==> src/rtl/mul_half_precision_seq.sv <==
`default_nettype none
// ============================================================================
// Module      : mul_half_precision_seq
// Description : Sequential half-precision multiplier. An 11-cycle shift-add
//               loop forms the significand product, a single normalise cycle
//               builds the result, and the result is held until the next start.
// Revision    : 1.0 - initial release
// ============================================================================
module mul_half_precision_seq (
    input  logic        i_Clk,
    input  logic        i_Reset,
    input  logic        i_Start,
    input  logic [15:0] i_MultiplicandA,
    input  logic [15:0] i_MultiplierB,
    output logic [15:0] o_Product,
    output logic        o_Exception,
    output logic        o_Busy,
    output logic        o_Done
);

    typedef enum logic [1:0] {
        IDLE = 2'd0,
        MULT = 2'd1,
        NORM = 2'd2,
        DONE = 2'd3
    } state_t;

    localparam logic [15:0] c_SATURATE = 16'h7FFF;
    localparam logic [15:0] c_ZERO     = 16'h0000;
    localparam logic [3:0]  c_LAST_BIT = 4'd10;
    localparam logic [6:0]  c_BIAS     = 7'd15;
    localparam logic [6:0]  c_EXP_MAX  = 7'd31;

    state_t      state_q, state_d;
    logic [3:0]  count_q, count_d;
    logic [21:0] acc_q, acc_d;
    logic [10:0] sig_a_q, sig_a_d;
    logic [10:0] sig_b_q, sig_b_d;
    logic [4:0]  exp_a_q, exp_a_d;
    logic [4:0]  exp_b_q, exp_b_d;
    logic        sign_q, sign_d;
    logic [15:0] product_q, product_d;
    logic        exception_q, exception_d;

    // Operand field decode, used only in IDLE when a start is accepted
    logic [4:0]  w_exp_a_in;
    logic [4:0]  w_exp_b_in;
    logic        w_special_in;
    logic        w_zero_in;

    // Normalisation results, meaningful only while in NORM
    logic        w_norm;
    logic [9:0]  w_mant;
    logic [6:0]  w_exp;
    logic        w_underflow;
    logic        w_overflow;

    // Decode incoming exponent fields for the infinity/NaN and zero shortcuts
    always_comb begin
        w_exp_a_in   = i_MultiplicandA[14:10];
        w_exp_b_in   = i_MultiplierB[14:10];
        w_special_in = (w_exp_a_in == 5'd31) || (w_exp_b_in == 5'd31);
        w_zero_in    = (w_exp_a_in == 5'd0)  || (w_exp_b_in == 5'd0);
    end

    // Normalise the 22-bit significand product and form the signed exponent
    always_comb begin
        w_norm      = acc_q[21];
        w_mant      = w_norm ? acc_q[20:11] : acc_q[19:10];
        // Two's-complement in 7 bits: range is -13..46, so bit 6 is the sign
        w_exp       = {2'b00, exp_a_q} + {2'b00, exp_b_q}
                      + {6'b000000, w_norm} - c_BIAS;
        w_underflow = w_exp[6] || (w_exp == 7'd0);
        w_overflow  = !w_exp[6] && (w_exp >= c_EXP_MAX);
    end

    // Next-state, datapath and result computation
    always_comb begin
        state_d     = state_q;
        count_d     = count_q;
        acc_d       = acc_q;
        sig_a_d     = sig_a_q;
        sig_b_d     = sig_b_q;
        exp_a_d     = exp_a_q;
        exp_b_d     = exp_b_q;
        sign_d      = sign_q;
        product_d   = product_q;
        exception_d = exception_q;

        case (state_q)
            IDLE: begin
                if (i_Start) begin
                    sign_d  = i_MultiplicandA[15] ^ i_MultiplierB[15];
                    exp_a_d = w_exp_a_in;
                    exp_b_d = w_exp_b_in;
                    sig_a_d = {1'b1, i_MultiplicandA[9:0]};
                    sig_b_d = {1'b1, i_MultiplierB[9:0]};
                    count_d = 4'd0;
                    acc_d   = 22'd0;
                    // All-ones exponent outranks zero
                    if (w_special_in) begin
                        product_d   = c_SATURATE;
                        exception_d = 1'b1;
                        state_d     = DONE;
                    end else if (w_zero_in) begin
                        product_d   = c_ZERO;
                        exception_d = 1'b0;
                        state_d     = DONE;
                    end else begin
                        state_d     = MULT;
                    end
                end
            end
            MULT: begin
                if (sig_b_q[count_q]) begin
                    acc_d = acc_q + ({11'd0, sig_a_q} << count_q);
                end
                if (count_q == c_LAST_BIT) begin
                    count_d = 4'd0;
                    state_d = NORM;
                end else begin
                    count_d = count_q + 4'd1;
                end
            end
            NORM: begin
                if (w_overflow) begin
                    product_d   = c_SATURATE;
                    exception_d = 1'b1;
                end else if (w_underflow) begin
                    product_d   = c_ZERO;
                    exception_d = 1'b1;
                end else begin
                    product_d   = {sign_q, w_exp[4:0], w_mant};
                    exception_d = 1'b0;
                end
                state_d = DONE;
            end
            DONE: begin
                state_d = IDLE;
            end
            default: begin
                state_d = IDLE;
            end
        endcase
    end

    // State and datapath registers with asynchronous reset
    always_ff @(posedge i_Clk or posedge i_Reset) begin
        if (i_Reset) begin
            state_q     <= IDLE;
            count_q     <= 4'd0;
            acc_q       <= 22'd0;
            sig_a_q     <= 11'd0;
            sig_b_q     <= 11'd0;
            exp_a_q     <= 5'd0;
            exp_b_q     <= 5'd0;
            sign_q      <= 1'b0;
            product_q   <= 16'h0000;
            exception_q <= 1'b0;
        end else begin
            state_q     <= state_d;
            count_q     <= count_d;
            acc_q       <= acc_d;
            sig_a_q     <= sig_a_d;
            sig_b_q     <= sig_b_d;
            exp_a_q     <= exp_a_d;
            exp_b_q     <= exp_b_d;
            sign_q      <= sign_d;
            product_q   <= product_d;
            exception_q <= exception_d;
        end
    end

    // Status outputs decode directly from the registered state
    always_comb begin
        o_Product   = product_q;
        o_Exception = exception_q;
        o_Busy      = (state_q != IDLE);
        o_Done      = (state_q == DONE);
    end

endmodule
`default_nettype wire

==> config.mk <==
export PLATFORM = sky130hd
export DESIGN_NAME = mul_half_precision_seq
export DESIGN_NICKNAME = d
export VERILOG_FILES = /design/src/rtl/mul_half_precision_seq.sv
export SDC_FILE = /design/constraint.sdc
export NUM_CORES = 1
export LEC_CHECK = 0
export ABC_CLOCK_PERIOD_IN_PS = 3860
export CAP_MARGIN = 0
export CORE_MARGIN = 2
export CORE_UTILIZATION = 57
export CTS_CLUSTER_DIAMETER = 60
export CTS_CLUSTER_SIZE = 20
export DETAILED_ROUTE_END_ITERATION = 7
export PLACE_DENSITY = 0.8
export SYNTH_ARGS = -nofsm -noshare
export SYNTH_HDL_FRONTEND = slang
export SYNTH_SLANG_ARGS = --single-unit
export TNS_END_PERCENT = 50
==> constraint.sdc <==
create_clock -name i_Clk -period 3.86 [get_ports i_Clk]
set_clock_uncertainty 0.1 [all_clocks]
set_input_delay 0.386 -clock i_Clk [delete_from_list [all_inputs] [get_ports i_Clk]]
set_output_delay 0.386 -clock i_Clk [all_outputs]
set_load 0.05 [all_outputs]
==> flow_metrics.py <==
metrics = {
    "run_status": {
        "status": "finished clean",
    },
    "logic_synthesis": {
        "yosys-top-cells-area": "dfrtp_1 35%, mux2_2 8.8%, ha_1 8.4%",
        "synth_flop_cell": "dfrtp_1",
        "ys_ff_latch": 77,
        "synth_area_um2": 5510,
        "synth_edf_count": 0,
        "async_flop_share_pct": 100,
        "ys_types": 65,
        "ys_warn_count": 0,
        "synth_top_cell_area_share_pct": 35.0,
        "synth.avg_cell_area_um2": 9.27,
        "synth.largest_area_cell": "dfrtp_1",
        "syn_inst": 595,
        "ys_seq_area_share_pct": 35.0,
        "syn_nets": 669,
    },
    "power_and_ir_drop": {
        "clkPwrFrac_pct": 11.6,
        "pwr-share-seq_pct": 24.1,
        "power_switching_uw": 2790,
        "sw_frac_of_total_pct": 49.3,
        "p_per_area_nw_per_um2": 879,
        "p_int_uw": 2860,
        "p_comb_share_pct": 64.4,
        "p_leak_uw": 0.00278,
        "vdd_drop_max_v": 0.000489,
    },
    "finish": {
        "diodes": 0,
        "regArea_um2": 1930,
        "fill_cells": 737,
        "layout-drive-gt1-share_pct": 13.5,
        "nets": 720,
        "fin_cells": 780,
        "multi_input_area_um2": 3390,
        "postLayoutCellArea_um2": 6430,
        "areaGrowthSynthToFinish_pct": 16.6,
    },
    "clock_network": {
        "cts_root_buf": "clkbuf_8",
        "clk_latency_ns": 0.36,
        "ctsLongestPathBuffers": 2,
        "hold_buffers": 0,
        "cts_resized": 0,
        "numCtsBuffers": 9,
        "cts_setup_buffers": 0,
        "htreeDepth": 3,
        "path_clk_slew_ns": 0.10,
        "cts_sinks": 77,
        "cts_tree": "yes",
    },
    "timing": {
        "tns_ns": 0,
        "setup_viol": 0,
        "rsz0062_at_grt": "false",
        "hold_viol": 0,
        "slew_headroom_pct": 51.7,
        "min_period_ns": 3.62,
        "min_period_over_period_pct": 93.9,
        "clock.fmax_ghz": 0.276,
        "worst_slew_pin_slew_ns": 0.724,
        "final_max_slew_viol_count": 0,
    },
    "critical_path": {
        "worstSetupPathType": "reg2reg",
        "r2r_cells": 13,
        "cp_max_fo": 10,
        "r2r_start": "count_q[0]",
        "cp.required_ns": 4.01,
        "critPathLaunchType": "flip-flop",
        "cp-startpoint": "count_q[0]",
        "worstPathArrival_ns": 3.78,
        "endpoint_kind": "flip-flop",
    },
    "global_route": {
        "grt_pass1_wl_um": 22900,
        "grt_overflow_total": 0,
        "antenna_found_initial": 0,
        "grt_max_degree": 30,
        "grt_pass1_vias": 4742,
        "grt_usage_pct": 27.7,
    },
    "routing": {
        "avgViaCountPerCell": 6.21,
        "drt_wl_total_um": 13600,
        "drc_errors": 0,
        "first_iter_violations": 251,
        "vias": 4840,
        "first_pass_iters": 5,
        "antenna_left": 0,
        "routedWlPerCell_um": 17.4,
    },
    "floorplanning": {
        "fp-row-count": 35,
        "initial_utilization_pct": 59.1,
        "core_area_um2": 9330,
        "dieWidth_um": 102,
        "die-area_um2": 10500,
        "pin_count": 54,
        "die_h_um": 102,
    },
    "worst_hold_path": {
        "worstHoldPathType": "in2async",
    },
    "placed_design": {
        "io_buffers": 53,
        "gp_congestion": 1.00,
        "dp_hpwl_um": 10500,
        "placed_cell_area_um2": 6200,
        "place_inst": 764,
    },
    "job": {
        "drv_cap": 0,
    },
}
registers in the layout, summed over array words and instances (netlist names):
register and count:
acc_q 22, count_q 4, exp_a_q 5, exp_b_q 5
o_Exception 1, o_Product 16, sig_a_q 11, sig_b_q 10
sign_q 1, state_q 2
worst paths after layout:
path                       slack (ns)      endpoint
max                              0.24     acc_q[16]
min                              0.30    exp_b_q[2]
min in group i_Clk               0.38  o_Product[0]
min reg2reg                      0.38  o_Product[0]
max reg2reg                      0.24     acc_q[16]
max in group asynchronous        2.54    count_q[1]
cell usage in the layout (no fill, tap or decap), types with 14 or more instances in the layout:
cell type        instances
nand3_1                 17
clkdlybuf4s50_1         53
o21ai_0                 34
mux2_2                  43
ha_1                    37
a21oi_1                 28
nor2_1                  29
mux2i_1                 25
buf_4                   14
inv_1                   28
dfrtp_1                 76
nand2_1                 69
power groups by stage:
stage | registers [uW] | clock network, uW | logic, uW
detailed placement | 1370 | 0 | 3550
global placement | 1340 | 0 | 3420
CTS | 1350 | 663 | 3570
floorplan | 1490 | 0 | 2530
finish | 1360 | 653 | 3630
global route | 1390 | 701 | 3970
cell usage after synthesis (2+ instances only):
cell and count:
a211o_1 3, a211oi_1 2, a21o_1 10, a21oi_1 28
a221o_1 9, a22o_1 4, a22oi_1 2, a31oi_1 5
a32o_1 2, and2_1 9, and3_1 7, buf_2 7
clkbuf_1 20, dfrtp_1 77, fa_1 2, ha_1 37
inv_1 29, mux2_2 43, mux2i_1 25, nand2_1 69
nand2b_1 5, nand3_1 17, nand4_1 4, nor2_1 29
nor2b_1 10, nor3_1 8, nor4_1 6, o2111ai_1 4
o211ai_1 4, o21a_1 8, o21ai_0 34, o21ai_1 8
o22ai_1 3, o2bb2ai_1 2, o31a_1 3, o31ai_1 11
o41ai_1 3, or2_2 3, or3_1 4, or4_1 3
xnor2_1 8, xor2_1 5
layer usage:
layer | vias up | wire length (um) | GRT usage [%]
met5 | - | 0 | 0
met4 | 0 | 293 | 9.44
met3 | 28 | 868 | 4.92
met2 | 182 | 6380 | 44.1
met1 | 2334 | 6060 | 38.3
li1 | 2296 | - | -
cell families (layout without fill, tap and decap cells):
kind of cell	after synthesis	after routing	share of synthesized area, %
muxes	69	69	13.7
adders and majority gates	39	39	9.12
AOI/OAI and AO/OA	163	163	20.8
and+or+nand+nor	178	178	15.4
xor gates and xnor gates	13	13	2.07
buffers and inverters	56	112	3.97
DFF	77	77	35.0
metrics by stage:
stage / total power [uW] / utilization, % / setup WS [ns] / hold WS, ns
after global placement: 4760 / 66.5 / 0.245 / 0.365
after floorplan: 4010 / - / 0.437 / 0.350
after global routing: 6070 / 68.9 / 0.0175 / 0.353
after CTS: 5590 / 68.7 / 0.130 / 0.306
final: 5650 / 68.9 / 0.237 / 0.298
after detailed placement: 4920 / 66.5 / 0.155 / 0.367
final cells by class:
| type | count | share of cell area, % |
|---|---|---|
| multi-input combinational | 462 | 52.7 |
| tap | 129 | 2.51 |
| clock inverter | 7 | 1.28 |
| clock buffer | 9 | 1.93 |
| sequential | 77 | 30.0 |
| timing repair buffer | 67 | 9.89 |
| inverter | 29 | 1.69 |
worst max-delay path, cell delays in order, from the launching register on:
cell and delay, ns:
dfrtp_1 0.51, buf_4 0.23, nor2_1 0.21, nand2_1 0.11
nor3_1 0.20, ha_1 0.22, inv_1 0.06, fa_1 0.38
nor2b_1 0.25, o2111ai_1 0.23, a211o_1 0.37, a211oi_1 0.27
o21ai_0 0.13, a32o_1 0.26
Power figures use the tool's default switching activity.
==> edit (same flow settings) <==
Re-encode `state_t` (4 states) as one-hot, 4 bits wide.
--- a/src/rtl/mul_half_precision_seq.sv
+++ b/src/rtl/mul_half_precision_seq.sv
@@ -18,11 +18,11 @@
     output logic        o_Done
 );
 
-    typedef enum logic [1:0] {
-        IDLE = 2'd0,
-        MULT = 2'd1,
-        NORM = 2'd2,
-        DONE = 2'd3
+    typedef enum logic [3:0] {
+        IDLE = 4'b0001,
+        MULT = 4'b0010,
+        NORM = 4'b0100,
+        DONE = 4'b1000
     } state_t;
 
     localparam logic [15:0] c_SATURATE = 16'h7FFF;
Check against the original RTL: no difference found for any inputs over 10 cycles, from zero or initial values and one cycle with i_Reset high; not proved beyond that.
==> edit against the unedited design <==
- sequential cell count increased by 2
- final area fell by 1.5%
- power grew 4.0%
- highest routed layer unchanged
- largest power group unchanged
- count of clock-buffer cells in the layout unchanged
- routed wire length is 3.9% lower
- synthesized area shrank 1.7%
- synthesized cell count shrank 1.5%
- non-clock buffer count up 3
- setup slack better by 0.054 ns
==> edit: results (changes against the unedited design) <==
run_status:
  status: "complete, no violations"  # unchanged
logic_synthesis:
  seq_area_frac_synth_pct: 36.51  # was 34.95%
  syn_inst: 586  # was 595
  synthTopCellsByArea: "dfrtp_1 36%, mux2_2 9.4%, ha_1 7.6%, a21oi_1 4.9%, nand2_1 4.7%"  # was dfrtp_1 35%, mux2_2 8.8%, ha_1 8.4%, nand2_1 4.7%, mux2i_1 4.5%
  synth_warnings: 0  # unchanged
  synth_cell_types: 71  # was 65
  yosys-top-cells-count: "78 x dfrtp_1, 68 x nand2_1, 53 x a21oi_1, 45 x mux2_2, 38 x nor2_1"  # was 77 x dfrtp_1, 69 x nand2_1, 43 x mux2_2, 37 x ha_1, 34 x o21ai_0
  syn_nets: 656  # was 669
  ys_async_sr_fraction_pct: 100.0  # unchanged
  synthFlopType: "dfrtp_1"  # unchanged
critical_path:
  slowest_stage: "dfrtp_2"  # was dfrtp_1
  cp.arrival_ns: 3.72  # was 3.78 ns
  cp_max_fo: 8  # was 10
  ff2ff_setup_slack_ns: 0.29  # was 0.24 ns
  slowest_delay_ns: 0.48  # was 0.51 ns
clock_tree:
  worstSkewPairLatency_ns: 0.35
  cts_root_buf: "clkbuf_8"  # unchanged
  clk_pin_slew_ns: 0.10  # about the same
  cts_buffer_depth: 2  # unchanged
  cts_buffers: 9  # unchanged
  htree_num_levels: 3  # unchanged
final_layout:
  final_nets: 707  # was 720
  diodes: 0  # unchanged
  drive_gt1_share_pct: 15.58  # was 13.52%
  largest-register: "acc_q"  # unchanged
  n_fill_cell: 712  # was 737
  largest_reg_flops: 22  # unchanged
placed_design:
  placed_cells: 751  # was 764
  place_congestion: 0.9507  # was 1.000
  dp_hpwl_mm: 9.807  # was 10.45 mm
  dpl-instance-area_um2: 6060  # was 6205 µm²
  port_buffers: 53  # unchanged
detailed_routing:
  drt_first_pass_iters: 4  # was 5
  finalWirelength_mm: 13.08  # was 13.61 mm
  via_per_inst: 6.022  # was 6.205
  vias: 4643  # was 4840
  drt_iter0_drc: 296  # was 251
global_route:
  grt_usage_pct: 26.64  # was 27.72%
  antenna_found_initial: 0  # unchanged
  grt_start_max_net_pins: 43  # was 30
  grt_pass1_wl_mm: 21.82  # was 22.87 mm
  grt_pass1_vias: 4524  # was 4742
timing:
  slew_headroom_pct: 44.14  # was 51.73%
min_path:
  hold_path_class: "primary input to async pin"  # unchanged
power_and_ir_drop:
  p_leak_nw: 2.736  # was 2.777 nW
  ir_drop_v: 0.0004314  # was 0.0004892 V
edit: cell families (layout without fill, tap and decap cells):
kind of cell               count (synthesis)  count (layout)  share of synthesized area, %
DFF                                       79              79                         36.51
AOI/OAI and AO/OA                        171             171                         19.77
muxes                                     57              57                         12.26
buffers and inverters                     60             116                         5.035
adders and majority gates                 35              35                         8.360
xor gates and xnor gates                  19              19                         3.072
and+or+nand+nor                          165             165                         14.99
edit: routing by layer:
metal | wire length (µm) | global-route usage (%)
met4 | 349 | 9.979
met1 | 5839 | 36.64
met2 | 6293 | 42.64
met5 | 0 | 0
met3 | 596 | 4.348
edit: per-stage QoR:
| stage | hold WS (ns) | setup WS, ns |
|---|---|---|
| floorplan | 0.3495 | 0.4503 |
| global placement | 0.3648 | 0.2757 |
| detailed placement | 0.3875 | 0.1574 |
| CTS | 0.4010 | 0.1143 |
| global route | 0.4178 | 0.04908 |
| finish | 0.4057 | 0.2914 |
edit: worst paths after layout:
check,from,endpoint,cells past startpoint
max in group asynchronous,i_Reset,state_q[0]$_DFFE_PP1P_,3
min in group i_Clk,acc_q[4]$_DFFE_PP0P_,acc_q[4]$_DFFE_PP0P_,2
setup / recovery,count_q[0]$_DFFE_PP0P_,acc_q[15]$_DFFE_PP0P_,15
setup reg to reg,count_q[0]$_DFFE_PP0P_,acc_q[15]$_DFFE_PP0P_,15
hold / removal,i_Reset,o_Product[7]$_DFFE_PP0P_,2
hold reg to reg,acc_q[4]$_DFFE_PP0P_,acc_q[4]$_DFFE_PP0P_,2
edit: layout make-up:
class	instances	area, µm²	share of cell area [%]
multi-input combinational	447	3167	50.03
sequential	79	1981	31.29
timing repair buffer	70	670.6	10.59
tap	129	161.4	2.550
clock buffer	9	123.9	1.957
inverter	30	116.4	1.838
clock inverter	7	110.1	1.739
edit: power by group:
part | total, mW | leakage [nW] | internal [mW] | switching [mW]
combinational | 3.70 | 1.65 | 1.51 | 2.19
sequential | 1.45 | 0.975 | 1.17 | 0.275
clock | 0.732 | 0.116 | 0.380 | 0.351
edit: critical path, delay by kind of cell (launching register included):
kind / cells / cell delay, ns
buffers and inverters: 2 / 0.31
flip-flops: 1 / 0.48
adder cells (fa/ha/maj): 1 / 0.38
AND/OR/NAND/NOR: 2 / 0.14
AO/OA/AOI/OAI: 9 / 1.70
multiplexers: 1 / 0.35
edit: timing repair:
| item | CTS | global route |
|---|---|---|
| hold endpoints to repair | 0 | 0 |
| buffers inserted | 0 | 4 |
| setup endpoints to repair | 0 | 4 |
| hold buffers | 0 | 0 |
| resized for setup | 0 | 3 |
